===== config.mk =====
export PLATFORM = sky130hd
export DESIGN_NAME = menu_controller
export DESIGN_NICKNAME = d
export VERILOG_FILES = /design/src/rtl/menu_pkg.sv /design/src/rtl/menu_button.sv /design/src/rtl/menu_controller.sv
export SDC_FILE = /design/constraint.sdc
export NUM_CORES = 1
export LEC_CHECK = 0
export CORE_MARGIN = 2
export CORE_UTILIZATION = 65
export CTS_BUF_LIST = sky130_fd_sc_hd__clkbuf_4
export DETAILED_ROUTE_END_ITERATION = 10
export MAX_ROUTING_LAYER = met4
export PLACE_DENSITY_LB_ADDON = 0.05
export SLEW_MARGIN = 20
export SYNTH_ARGS = -nofsm -noshare
export SYNTH_HDL_FRONTEND = slang
export SYNTH_SLANG_ARGS = --single-unit

===== constraint.sdc =====
create_clock -name clk -period 6.9 [get_ports clk]
set_input_delay 1.725 -clock clk [delete_from_list [all_inputs] [get_ports clk]]
set_output_delay 1.725 -clock clk [all_outputs]
set_load 0.01 [all_outputs]

===== src/rtl/menu_pkg.sv =====
`default_nettype none
// +----------------------------------------------------------------------------+
// | Module      : menu_pkg                                                     |
// | Description : Shared defaults, button indices and ADC index decode.        |
// | Revision    : 1.0 - initial release                                        |
// +----------------------------------------------------------------------------+
package menu_pkg;

    localparam int C_INPUT_TYPES   = 3;
    localparam int C_SCALING_MODES = 3;
    localparam int C_NUM_ADC       = 2;
    localparam int C_HOLD_CYCLES   = 50_000_000;

    localparam int C_NUM_BUTTONS   = 4;
    localparam int C_ADC_IDX_W_MAX = 8;

    typedef enum logic [1:0] {
        BTN_MODE  = 2'd0,
        BTN_SCALE = 2'd1,
        BTN_HEX   = 2'd2,
        BTN_ADC   = 2'd3
    } button_e;

    // Only the mode button's long press restores the reset settings.
    localparam logic [C_NUM_BUTTONS-1:0] C_RESTORE_MASK = 4'b0001;

    typedef struct packed {
        logic [C_ADC_IDX_W_MAX-1:0] adc_sel;
        logic                       successive_approx;
    } adc_decode_t;

    // Index 0 = no ADC; odd index = direct mode, even nonzero = successive approx.
    function automatic adc_decode_t adc_decode(input logic [C_ADC_IDX_W_MAX-1:0] index);
        adc_decode_t result;
        result.adc_sel = {1'b0, index[C_ADC_IDX_W_MAX-1:1]}
                       + {{(C_ADC_IDX_W_MAX-1){1'b0}}, index[0]};
        result.successive_approx = (index != '0) && !index[0];
        return result;
    endfunction

endpackage
`default_nettype wire


===== src/rtl/menu_button.sv =====
`default_nettype none
// +----------------------------------------------------------------------------+
// | Module      : menu_button                                                  |
// | Description : Button synchroniser, press edge detect and long-press timer. |
// | Revision    : 1.0 - initial release                                        |
// +----------------------------------------------------------------------------+
module menu_button
    import menu_pkg::*;
#(
    parameter int HOLD_CYCLES = C_HOLD_CYCLES
) (
    input  logic clk,
    input  logic reset,
    input  logic i_button,
    output logic o_press,
    output logic o_long_press
);

    localparam int                 C_CNT_W   = (HOLD_CYCLES > 1) ? $clog2(HOLD_CYCLES) : 1;
    localparam logic [C_CNT_W-1:0] C_CNT_MAX = C_CNT_W'(HOLD_CYCLES - 1);

    logic               r_sync1;
    logic               r_sync2;
    logic               r_sync_valid;
    logic               r_armed;
    logic               r_prev;
    logic               r_done;
    logic [C_CNT_W-1:0] r_cnt;

    logic               w_level;
    logic               w_at_max;

    // A button must be seen released after reset before it counts as pressed.
    assign w_level      = r_sync2 & r_armed;
    assign w_at_max     = (r_cnt == C_CNT_MAX);
    assign o_press      = w_level & ~r_prev;
    assign o_long_press = w_level & w_at_max & ~r_done;

    always_ff @(posedge clk or negedge reset) begin
        if (!reset) begin
            r_sync1      <= 1'b0;
            r_sync2      <= 1'b0;
            r_sync_valid <= 1'b0;
            r_armed      <= 1'b0;
            r_prev       <= 1'b0;
            r_done       <= 1'b0;
            r_cnt        <= '0;
        end else begin
            r_sync1      <= i_button;
            r_sync2      <= r_sync1;
            r_sync_valid <= 1'b1;
            r_armed      <= r_armed | (r_sync_valid & ~r_sync1);
            r_prev       <= w_level;
            if (!w_level) begin
                r_cnt  <= '0;
                r_done <= 1'b0;
            end else if (!w_at_max) begin
                r_cnt  <= r_cnt + C_CNT_W'(1);
            end else begin
                r_done <= 1'b1;
            end
        end
    end

endmodule
`default_nettype wire


===== src/rtl/menu_controller.sv =====
`default_nettype none
// +----------------------------------------------------------------------------+
// | Module      : menu_controller                                              |
// | Description : Four-button menu: source, scaling, HEX/BCD and ADC selection.|
// | Revision    : 1.0 - initial release                                        |
// +----------------------------------------------------------------------------+
module menu_controller
    import menu_pkg::*;
#(
    parameter int INPUT_TYPES   = C_INPUT_TYPES,
    parameter int SCALING_MODES = C_SCALING_MODES,
    parameter int NUM_ADC       = C_NUM_ADC,
    parameter int HOLD_CYCLES   = C_HOLD_CYCLES
) (
    input  logic                             clk,
    input  logic                             reset,
    input  logic                             in_mode,
    input  logic                             scale_val_in,
    input  logic                             hex_BCD_in,
    input  logic                             ADC_sel_in,
    input  logic                             lock,
    output logic [$clog2(INPUT_TYPES)-1:0]   out_sel,
    output logic [$clog2(SCALING_MODES)-1:0] scale_sel,
    output logic                             hex_BCD_sel,
    output logic [$clog2(NUM_ADC+1)-1:0]     ADC_sel,
    output logic                             successive_approx,
    output logic                             settings_changed
);

    localparam int C_OUT_W   = $clog2(INPUT_TYPES);
    localparam int C_SCALE_W = $clog2(SCALING_MODES);
    localparam int C_ADC_W   = $clog2(NUM_ADC + 1);
    localparam int C_IDX_W   = $clog2(2 * NUM_ADC + 1);

    localparam logic [C_OUT_W-1:0]   C_OUT_LAST     = C_OUT_W'(INPUT_TYPES - 1);
    localparam logic [C_SCALE_W-1:0] C_SCALE_LAST   = C_SCALE_W'(SCALING_MODES - 1);
    localparam logic [C_IDX_W-1:0]   C_ADC_IDX_IDLE = '0;
    localparam logic [C_IDX_W-1:0]   C_ADC_IDX_LAST = C_IDX_W'(2 * NUM_ADC);

    logic [C_NUM_BUTTONS-1:0] w_raw;
    logic [C_NUM_BUTTONS-1:0] w_press;
    logic [C_NUM_BUTTONS-1:0] w_long;
    logic [C_NUM_BUTTONS-1:0] w_step;
    logic                     w_restore;
    logic                     w_changed;

    logic [C_OUT_W-1:0]       r_out_sel;
    logic [C_OUT_W-1:0]       w_out_sel_nxt;
    logic [C_SCALE_W-1:0]     r_scale_sel;
    logic [C_SCALE_W-1:0]     w_scale_sel_nxt;
    logic                     r_hex_bcd;
    logic                     w_hex_bcd_nxt;
    logic [C_IDX_W-1:0]       r_adc_idx;
    logic [C_IDX_W-1:0]       w_adc_idx_nxt;
    logic                     r_changed;
    adc_decode_t              w_dec_cur;
    adc_decode_t              w_dec_nxt;

    assign w_raw = {ADC_sel_in, hex_BCD_in, scale_val_in, in_mode};

    generate
        for (genvar g = 0; g < C_NUM_BUTTONS; g++) begin : g_button
            menu_button #(
                .HOLD_CYCLES (HOLD_CYCLES)
            ) u_button (
                .clk          (clk),
                .reset        (reset),
                .i_button     (w_raw[g]),
                .o_press      (w_press[g]),
                .o_long_press (w_long[g])
            );
        end
    endgenerate

    // Lock drops pulses outright; nothing is remembered for later.
    assign w_step    = w_press & {C_NUM_BUTTONS{~lock}};
    assign w_restore = ~lock & (|(w_long & C_RESTORE_MASK));

    always_comb begin
        w_out_sel_nxt   = r_out_sel;
        w_scale_sel_nxt = r_scale_sel;
        w_hex_bcd_nxt   = r_hex_bcd;
        w_adc_idx_nxt   = r_adc_idx;
        if (w_restore) begin
            w_out_sel_nxt   = '0;
            w_scale_sel_nxt = '0;
            w_hex_bcd_nxt   = 1'b0;
            w_adc_idx_nxt   = C_ADC_IDX_IDLE;
        end else begin
            if (w_step[BTN_MODE]) begin
                w_out_sel_nxt = (r_out_sel == C_OUT_LAST) ? '0 : r_out_sel + C_OUT_W'(1);
            end
            if (w_step[BTN_SCALE]) begin
                w_scale_sel_nxt = (r_scale_sel == C_SCALE_LAST) ? '0 : r_scale_sel + C_SCALE_W'(1);
            end
            if (w_step[BTN_HEX]) begin
                w_hex_bcd_nxt = ~r_hex_bcd;
            end
            if (w_step[BTN_ADC]) begin
                w_adc_idx_nxt = (r_adc_idx == C_ADC_IDX_LAST) ? C_ADC_IDX_IDLE
                                                              : r_adc_idx + C_IDX_W'(1);
            end
        end
    end

    assign w_dec_cur = adc_decode(C_ADC_IDX_W_MAX'(r_adc_idx));
    assign w_dec_nxt = adc_decode(C_ADC_IDX_W_MAX'(w_adc_idx_nxt));

    assign w_changed = (w_out_sel_nxt != r_out_sel) | (w_scale_sel_nxt != r_scale_sel)
                     | (w_hex_bcd_nxt != r_hex_bcd) | (w_dec_nxt != w_dec_cur);

    always_ff @(posedge clk or negedge reset) begin
        if (!reset) begin
            r_out_sel   <= '0;
            r_scale_sel <= '0;
            r_hex_bcd   <= 1'b0;
            r_adc_idx   <= C_ADC_IDX_IDLE;
            r_changed   <= 1'b0;
        end else begin
            r_out_sel   <= w_out_sel_nxt;
            r_scale_sel <= w_scale_sel_nxt;
            r_hex_bcd   <= w_hex_bcd_nxt;
            r_adc_idx   <= w_adc_idx_nxt;
            r_changed   <= w_changed;
        end
    end

    assign out_sel           = r_out_sel;
    assign scale_sel         = r_scale_sel;
    assign hex_BCD_sel       = r_hex_bcd;
    assign ADC_sel           = w_dec_cur.adc_sel[C_ADC_W-1:0];
    assign successive_approx = w_dec_cur.successive_approx;
    assign settings_changed  = r_changed;

endmodule
`default_nettype wire


==> results of run 1 <==
where the power goes:
group          switching (mW)  internal (mW)  leakage (nW)
registers              0.0279          0.339         0.670
clock network           0.109         0.0452        0.0381
logic                   0.107          0.116         0.528
metrics by stage:
stage	std cells	utilization (%)	total power, mW	setup slack [ps]
6_report	323	73.6	0.743	2690
3_5_place_dp	315	71.9	0.596	2260
2_1_floorplan	251	-	0.502	2990
5_1_grt	323	73.6	0.794	2530
3_3_place_gp	315	71.9	0.590	2340
4_1_cts	323	73.6	0.749	2700
cell families (layout without fill, tap and decap cells):
family	after synthesis	in the layout	synth area share, %
multiplexers	6	6	2.29
AND/OR/NAND/NOR	113	113	26.4
adder cells (fa/ha/maj)	7	7	3.33
flip-flops	53	53	50.5
buffers and inverters	16	38	2.29
XOR/XNOR	20	20	6.67
other	1	1	0.143
AO/OA/AOI/OAI	35	35	8.38
worst max-delay path, stage by stage:
cell	delay, ps
clkdlybuf4s50_1	500
or3_4	420
nor4_4	530
or2_2	230
inv_1	60
ha_1	200
ha_1	300
xnor2_1	140
nand3_1	90
a311o_1	320
worst paths after layout:
kind	startpoint	slack (ps)	end	cells after the start
max in group asynchronous	reset	5060	g_button[0].u_button.r_cnt[16]$_DFFE_PN0P_	2
worst min-delay path	g_button[3].u_button.r_sync1$_DFF_PN0_	390	g_button[3].u_button.r_sync2$_DFF_PN0_	0
worst min register to register	g_button[3].u_button.r_sync1$_DFF_PN0_	390	g_button[3].u_button.r_sync2$_DFF_PN0_	0
min in group asynchronous	reset	1410	g_button[0].u_button.r_cnt[14]$_DFFE_PN0P_	2
worst max-delay path	lock	2690	settings_changed$_DFF_PN0_	10
worst max register to register	g_button[0].u_button.r_armed$_DFF_PN0_	3720	settings_changed$_DFF_PN0_	10
layout make-up:
class,instances,area share [%]
clock buffer,5,1.29
clock inverter,3,0.992
inverter,14,1.81
multi-input combinational,182,42.8
sequential,53,45.7
tap,50,2.16
timing repair buffer,16,5.26
layout by cell type, fill, tap and decap left out, drive strengths merged, types with 4 or more instances in the layout:
cell and instances:
clkdlybuf4s50 14, o21ai 8, a21o 4, a21oi 11
xnor2 9, or4 5, or3 5, ha 7
inv 17, nor2 31, nand3 4, nand4 11
nor3 5, xor2 11, and2 8, nand2 19
mux2i 6, nor4 4, clkbuf 5, dfrtp 53
registers in the layout, summed over array words and instances (netlist names):
signal,count
g_button.u_button.r_armed,4
g_button.u_button.r_cnt,26
g_button.u_button.r_done,1
g_button.u_button.r_prev,4
g_button.u_button.r_sync1,4
g_button.u_button.r_sync2,4
g_button.u_button.r_sync_valid,1
hex_BCD_sel,1
out_sel,2
r_adc_idx,3
scale_sel,2
settings_changed,1
Yosys cell counts, types with 2 or more instances:
cell type | number | area [um^2]
a21o_1 | 4 | 30.0
a21oi_1 | 11 | 55.1
and2_1 | 8 | 50.1
and4_1 | 3 | 26.3
clkbuf_1 | 2 | 7.51
dfrtp_1 | 53 | 1330
ha_1 | 7 | 87.6
inv_1 | 14 | 52.6
mux2i_1 | 6 | 60.1
nand2_1 | 18 | 67.6
nand2b_1 | 3 | 18.8
nand3_1 | 4 | 20.0
nand3b_1 | 3 | 22.5
nand4_1 | 9 | 56.3
nand4_2 | 2 | 25.0
nor2_1 | 31 | 116
nor2b_1 | 2 | 12.5
nor3_1 | 3 | 15.0
nor3_2 | 2 | 20.0
nor3b_1 | 2 | 15.0
nor4_4 | 3 | 63.8
nor4b_1 | 2 | 17.5
o211ai_1 | 2 | 15.0
o21ai_0 | 4 | 20.0
o21ai_1 | 4 | 20.0
o31ai_1 | 2 | 15.0
or3_1 | 4 | 25.0
or4_1 | 4 | 30.0
xnor2_1 | 9 | 78.8
xor2_1 | 11 | 96.3
metal layers:
metal	routed length (um)	share of wire, %
met5	0	0
met4	80	1.7
met3	128	2.7
met2	2220	47
met1	2260	48
==> impl_metrics.py, run 1 <==
metrics = {
    "outcome": {
        "status": "complete, no violations",
    },
    "clock_tree": {
        "cts.sinks": 53,
        "cts_tree": "built",
        "holdBufCountCts": 0,
        "cts_root_buffer": "clkbuf_4",
        "cts_htree_levels": 2,
        "ctsLongestPathBuffers": 2,
        "numCtsBuffers": 5,
        "clk-insertion-delay-late_ps": 390,
        "post_cts_resized": 0,
        "cts_setup_buffers": 0,
        "clk_pin_slew_ps": 170,
    },
    "grt": {
        "grt.overflow.total": 0,
        "met3_usage_pct": 4.33,
        "grtUsageMet1_pct": 31.9,
        "grt_first_pass_wirelength_um": 8020,
        "grt_max_degree": 54,
        "use_met2_pct": 38.0,
        "track_usage_pct": 24.4,
        "top_usage_layer": "met2",
        "grt_pass1_vias": 1808,
        "antenna_found_initial": 0,
    },
    "pwr": {
        "p_leak_nw": 1.24,
        "p_per_area_nw_per_um2": 256,
        "ir_drop_v": 0.000174,
    },
    "floorplan": {
        "rows": 23,
        "dieArea_um2": 4570,
        "start_util_pct": 66.6,
        "die_h_um": 67.6,
        "fp.dieW_um": 67.6,
        "pin_count": 16,
        "core-area_um2": 3940,
    },
    "synthesis": {
        "syn-cell-area_um2": 2630,
        "synthCells": 251,
        "synth_edf_count": 0,
        "synth-warning-count": 0,
        "yosysSeqAreaShare_pct": 50.5,
        "postSynthAreaPerCell_um2": 10.5,
        "synth_cell_types": 49,
        "syn-num-nets": 265,
        "ys_ff_latch": 53,
        "synth_ff_type": "dfrtp_1",
        "ys_async_sr_fraction_pct": 100,
    },
    "worst_setup_path": {
        "startpoint_type": "input pin",
        "crit_required_ps": 7200,
        "end_kind": "flip-flop",
        "arrival_ps": 4510,
        "path_class": "input pin to flip-flop",
        "path_max_fanout": 10,
    },
    "placement": {
        "dp_hpwl_um": 3390,
        "place_congestion": 0.865,
        "numPortBuffers": 15,
        "postPlaceCellArea_um2": 2840,
    },
    "routing": {
        "drt_iter0_drc": 118,
        "finalWirelength_um": 4690,
        "wl_per_cell_um": 14.5,
        "drt-pass1-iter-count": 4,
        "drc": 0,
        "routed_via_density": 5.78,
        "antenna_left": 0,
        "vias": 1867,
    },
    "timing": {
        "worst_pin_slew_ps": 640,
        "fmax_mhz": 238,
        "finalHoldViolCount": 0,
        "tns_ps": 0,
        "rsz0062_at_grt": "false",
        "period_share_pct": 61.0,
        "post-route-min-period_ps": 4210,
        "setup_viol": 0,
        "slew_headroom_pct": 57.3,
        "hold_slack_ps": 394,
        "drv_slew": 0,
        "clock_skew_ps": 12.7,
    },
    "layout": {
        "fillCellCount": 291,
        "diodes": 0,
        "final_area_um2": 2900,
        "regArea_um2": 1330,
        "finalNetCount": 286,
        "area_growth_pct": 10.4,
        "multi_input_area_um2": 1240,
        "drive_gt1_share_pct": 8.42,
    },
    "run": {
        "drv_cap": 0,
    },
    "min_path": {
        "hold_path.class": "flip-flop to flip-flop",
    },
}
(Power assumes the default switching activity.)
==> run 2: changes to the inputs <==
CORE_UTILIZATION = 61   (was 65)
clock period = 4.2 ns   (was 6.9 ns; I/O delays follow)
==> run 2 against run 1 <==
  * Register-to-register slack worse by 2500 ps
  * Clock skew is 2.1 ps lower
  * Worst hold slack better by 1.2 ps
  * Sequential power is 65% higher
  * Cell area is 0.26% higher
  * Sequential share of layout area is 0.12 points lower
  * Critical path depth stayed put
  * Die area is 6.2% higher
  * Combinational power is 64% higher
  * Global-route usage is 1.9 points lower
  * Final cell count is 0.31% higher
  * Largest power group unchanged
  * Total power is 64% higher
==> impl_metrics.py, run 2 (synthesis gave the netlist of run 1 again) <==
metrics = {
    "layout": {
        "drive_gt1_share_pct": 8.76,
        "diodes": 0,
        "largest_register_ffs": 26,
        "utilization_pct": 71.2,
        "mostFrequentLayoutCell": "dfrtp_1",
        "final_area_um2": 2910,
        "area_growth_pct": 10.7,
        "regMostFlops": "g_button.u_button.r_cnt",
        "mostFrequentLayoutCells": "53 x dfrtp_1, 31 x nor2_1, 18 x nand2_1",
        "finalNetCount": 287,
    },
    "worst_setup_path": {
        "crit_required_ps": 4490,
        "r2r_cells": 10,
        "arrival_ps": 3660,
        "startpoint_type": "input pin",
        "r2r_end": "settings_changed$_DFF_PN0_",
        "r2r_slack_ps": 1210,
        "end_kind": "flip-flop",
        "path_max_fanout": 6,
        "worstReg2RegStart": "g_button[0].u_button.r_armed$_DFF_PN0_",
        "path_class": "input pin to flip-flop",
        "critical_path.max_stage_delay_ps": 500,
        "critPathSlowestCell": "clkdlybuf4s50_1",
        "crit_path_frequent_cell": "ha_1",
        "crit_chain": "clkdlybuf4s50_1, or3_4, nor4_4, or2_2, inv_1, ha_1, ha_1, xnor2_1, nand3_1, a311o_1",
    },
    "pwr": {
        "power_mw": 1.22,
        "p_int_mw": 0.820,
        "clockPowerShare_pct": 20.4,
        "p_leak_nw": 1.24,
        "ir_drop_v": 0.000263,
        "seqPwrFrac_pct": 49.5,
        "switchingPower_mw": 0.400,
        "p_per_area_nw_per_um2": 419,
        "swShare_pct": 32.8,
        "combPwrFrac_pct": 30.0,
    },
    "clock_tree": {
        "clk_pin_slew_ps": 170,
        "holdBufCountCts": 0,
        "clk-insertion-delay-late_ps": 380,
        "cts.sinks": 53,
        "cts_htree_levels": 2,
        "numCtsBuffers": 5,
        "ctsLongestPathBuffers": 2,
        "cts_root_buffer": "clkbuf_4",
        "post_cts_resized": 0,
        "cts_setup_buffers": 0,
        "cts_tree": "built",
    },
    "placement": {
        "numPortBuffers": 15,
        "dp_hpwl_um": 3470,
        "place_congestion": 0.871,
        "postPlaceCellArea_um2": 2840,
    },
    "grt": {
        "grt_pass1_vias": 1806,
        "track_usage_pct": 22.6,
        "grt.overflow.total": 0,
        "antenna_found_initial": 0,
        "grt_max_degree": 33,
        "grt_first_pass_wirelength_um": 8570,
    },
    "run": {
        "drv_cap": 0,
    },
    "floorplan": {
        "pin_count": 16,
        "fp.dieW_um": 69.6,
        "start_util_pct": 64.3,
        "die_h_um": 69.6,
        "core-area_um2": 4090,
        "dieArea_um2": 4850,
        "rows": 23,
    },
    "timing": {
        "fmax_mhz": 297,
        "drv_slew": 0,
        "clock_skew_ps": 10.6,
        "finalHoldViolCount": 0,
        "period_share_pct": 80.2,
        "post-route-min-period_ps": 3370,
        "slew_headroom_pct": 62.1,
        "rsz0062_at_grt": "false",
        "worst_pin_slew_ps": 566,
        "tns_ps": 0,
        "setup_viol": 0,
    },
    "routing": {
        "vias": 1883,
        "finalWirelength_um": 4730,
        "drt-pass1-iter-count": 4,
        "antenna_left": 0,
        "drc": 0,
        "drt_iter0_drc": 108,
        "routed_via_density": 5.81,
        "wl_per_cell_um": 14.6,
    },
    "min_path": {
        "hold_path.class": "flip-flop to flip-flop",
        "min_path_cells": 0,
        "min_to": "g_button[3].u_button.r_sync2$_DFF_PN0_",
        "hp-start": "g_button[3].u_button.r_sync1$_DFF_PN0_",
    },
    "outcome": {
        "status": "complete, no violations",
    },
}
-- run 2: cell types whose count changed in the layout (fill, tap and decap cells not counted) --
| cell | previous run | this run |
|---|---|---|
| buf_4 | 1 | 2 |
-- run 2: how the worst max path moves through the flow --
| stage | to | startpoint | cells past startpoint | slack, ps |
|---|---|---|---|---|
| after global placement | settings_changed$_DFF_PN0_ | lock | 10 | 510 |
| after CTS | settings_changed$_DFF_PN0_ | lock | 10 | 820 |
| after detailed placement | settings_changed$_DFF_PN0_ | lock | 10 | 400 |
| after floorplan | settings_changed$_DFF_PN0_ | lock | 9 | 960 |
| final | settings_changed$_DFF_PN0_ | lock | 10 | 830 |
| after global routing | settings_changed$_DFF_PN0_ | lock | 10 | 650 |
-- run 2: cell type report --
class	count	area, um^2
multi-input cells	182	1240
inverters	14	52.6
clock buffers	5	37.5
well taps	50	62.6
clock inverters	3	28.8
repair buffers	17	160
flip-flops and latches	53	1330
fillers	299	1180
-- run 2: worst max-delay path: cells and delay by family --
family / cells / cell delay, ps
AND/OR/NAND/NOR: 4 / 1070
buffers and inverters: 2 / 550
adder cells (fa/ha/maj): 2 / 500
AO/OA/AOI/OAI: 1 / 320
XOR/XNOR: 1 / 180
-- run 2: power groups by stage --
stage,registers (mW),logic (mW),clock network (mW)
6_report,0.604,0.366,0.249
5_1_grt,0.612,0.411,0.279
3_3_place_gp,0.611,0.360,0
4_1_cts,0.605,0.370,0.256
2_1_floorplan,0.613,0.212,0
3_5_place_dp,0.614,0.369,0
-- run 2: layer usage --
layer / routed length (um) / GRT usage, %
met2: 2180 / 31.9
met3: 144 / 4.51
met4: 46 / 5.56
met1: 2360 / 33.6
met5: 0 / -
-- run 2: per-stage QoR --
step	hold WS, ps	setup slack, ps	std cells
global placement	357	512	316
finish	395	831	324
floorplan	354	964	251
global route	416	647	324
CTS	396	821	324
detailed placement	360	405	316
==> run 3: changes to the inputs <==
CORE_UTILIZATION = 55   (was 61)
clock period = 2.9 ns   (was 4.2 ns; I/O delays follow)
==> run 3 against run 2 <==
  * Clock power increased by 39%
  * Clock-buffer cell count unchanged
  * Core utilization down 7.3 points
  * Largest power group unchanged
==> impl_metrics.py, run 3 (synthesis gave the netlist of run 1 again) <==
metrics = {
    "outcome": {
        "status": "complete, no violations",
    },
    "worst_setup_path": {
        "path_max_fanout": 6,
        "startpoint_type": "input pin",
        "r2r_cells": 10,
        "crit_required_ps": 3180,
        "r2r_slack_ps": 220,
        "r2r_end": "settings_changed$_DFF_PN0_",
        "path_class": "input pin to flip-flop",
        "worstReg2RegStart": "g_button[0].u_button.r_cnt[9]$_DFFE_PN0P_",
        "arrival_ps": 3070,
        "end_kind": "flip-flop",
    },
    "layout": {
        "fillCellCount": 371,
        "largest_register_ffs": 26,
        "utilization_pct": 63.9,
        "mostFrequentLayoutCells": "53 x dfrtp_1, 31 x nor2_1, 18 x nand2_1",
        "area_growth_pct": 13.3,
        "finalNetCount": 295,
        "regMostFlops": "g_button.u_button.r_cnt",
        "mostFrequentLayoutCell": "dfrtp_1",
        "drive_gt1_share_pct": 11.7,
        "diodes": 0,
        "multi_input_area_um2": 1250,
        "stdcell_count": 336,
        "regArea_um2": 1330,
    },
    "grt": {
        "grt_first_pass_wirelength_um": 8580,
        "antenna_found_initial": 0,
        "grt.overflow.total": 0,
        "grt_pass1_vias": 1834,
        "grt_max_degree": 32,
        "track_usage_pct": 21.4,
    },
    "clock_tree": {
        "holdBufCountCts": 0,
        "clk_pin_slew_ps": 160,
        "cts_tree": "built",
        "ctsLongestPathBuffers": 2,
        "numCtsBuffers": 5,
        "cts_htree_levels": 2,
        "cts_root_buffer": "clkbuf_4",
        "clk-insertion-delay-late_ps": 380,
        "post_cts_resized": 0,
        "cts_setup_buffers": 0,
        "cts.sinks": 53,
    },
    "routing": {
        "drt_iter0_drc": 65,
        "drc": 0,
        "vias": 1883,
        "antenna_left": 0,
        "routed_via_density": 5.60,
        "drt-pass1-iter-count": 4,
        "wl_per_cell_um": 14.4,
        "finalWirelength_um": 4850,
    },
    "timing": {
        "period_share_pct": 95.9,
        "fmax_mhz": 360,
        "slew_headroom_pct": 54.7,
        "clock_skew_ps": 14.2,
        "finalHoldViolCount": 0,
        "drv_slew": 0,
        "tns_ps": 0,
        "worst_pin_slew_ps": 679,
        "setup_viol": 0,
        "layout_setup_ws_ps": 119,
        "post-route-min-period_ps": 2780,
    },
    "floorplan": {
        "fp.dieW_um": 73.1,
        "start_util_pct": 56.4,
        "rows": 25,
        "die_h_um": 73.1,
        "pin_count": 16,
        "core-area_um2": 4660,
        "dieArea_um2": 5350,
    },
    "pwr": {
        "p_per_area_nw_per_um2": 601,
        "p_leak_nw": 1.27,
        "power_mw": 1.79,
        "ir_drop_v": 0.000304,
    },
    "placement": {
        "numPortBuffers": 15,
        "place_congestion": 0.869,
        "dp_cells": 328,
        "dp_hpwl_um": 3630,
        "pre_cts_ws_ps": -376,
    },
    "run": {
        "drv_cap": 0,
    },
    "min_path": {
        "hold_path.class": "input pin to async pin",
    },
}
[run 3: worst max-delay path by stage]
stage	from	endpoint	cells past startpoint	slack (ps)
after global routing	lock	settings_changed$_DFF_PN0_	11	-40
after detailed placement	lock	settings_changed$_DFF_PN0_	11	-380
final	lock	settings_changed$_DFF_PN0_	11	120
after global placement	lock	settings_changed$_DFF_PN0_	11	-260
after CTS	lock	settings_changed$_DFF_PN0_	11	30
after floorplan	lock	settings_changed$_DFF_PN0_	9	130
[run 3: per-layer routing]
metal	GRT usage [%]	up-vias	share of wire [%]
met3	4.70	6	2.9
met1	27.2	901	48
li1	-	943	-
met2	33.7	33	48
met5	-	-	0
met4	7.41	0	1.2
[run 3: cell type report]
cell class | instances | area share [%]
Inverter | 14 | 1.76
Sequential cell | 53 | 44.5
Clock buffer | 5 | 1.26
Tap cell | 54 | 2.27
Timing Repair Buffer | 25 | 7.39
Multi-Input combinational cell | 182 | 41.9
Clock inverter | 3 | 0.882
[run 3: per-stage QoR]
step	hold WS [ps]	instance area (um^2)
after floorplan	354	2630
after global placement	357	2910
after detailed placement	362	2910
after CTS	380	2970
after global routing	400	2980
final	355	2980
[run 3: power breakdown]
part | switching (mW) | total [mW] | leakage [nW] | internal [mW]
Sequential | 0.0665 | 0.872 | 0.670 | 0.806
Combinational | 0.265 | 0.572 | 0.575 | 0.306
Clock | 0.245 | 0.346 | 0.0293 | 0.100
[run 3: critical path, cell delays in order]
cell	delay, ps
clkdlybuf4s50_1	510
and4bb_2	280
nor2_1	100
a21oi_1	40
or2_2	310
ha_1	220
inv_1	50
a211oi_1	50
a2111oi_2	370
mux2i_1	120
a311o_1	280
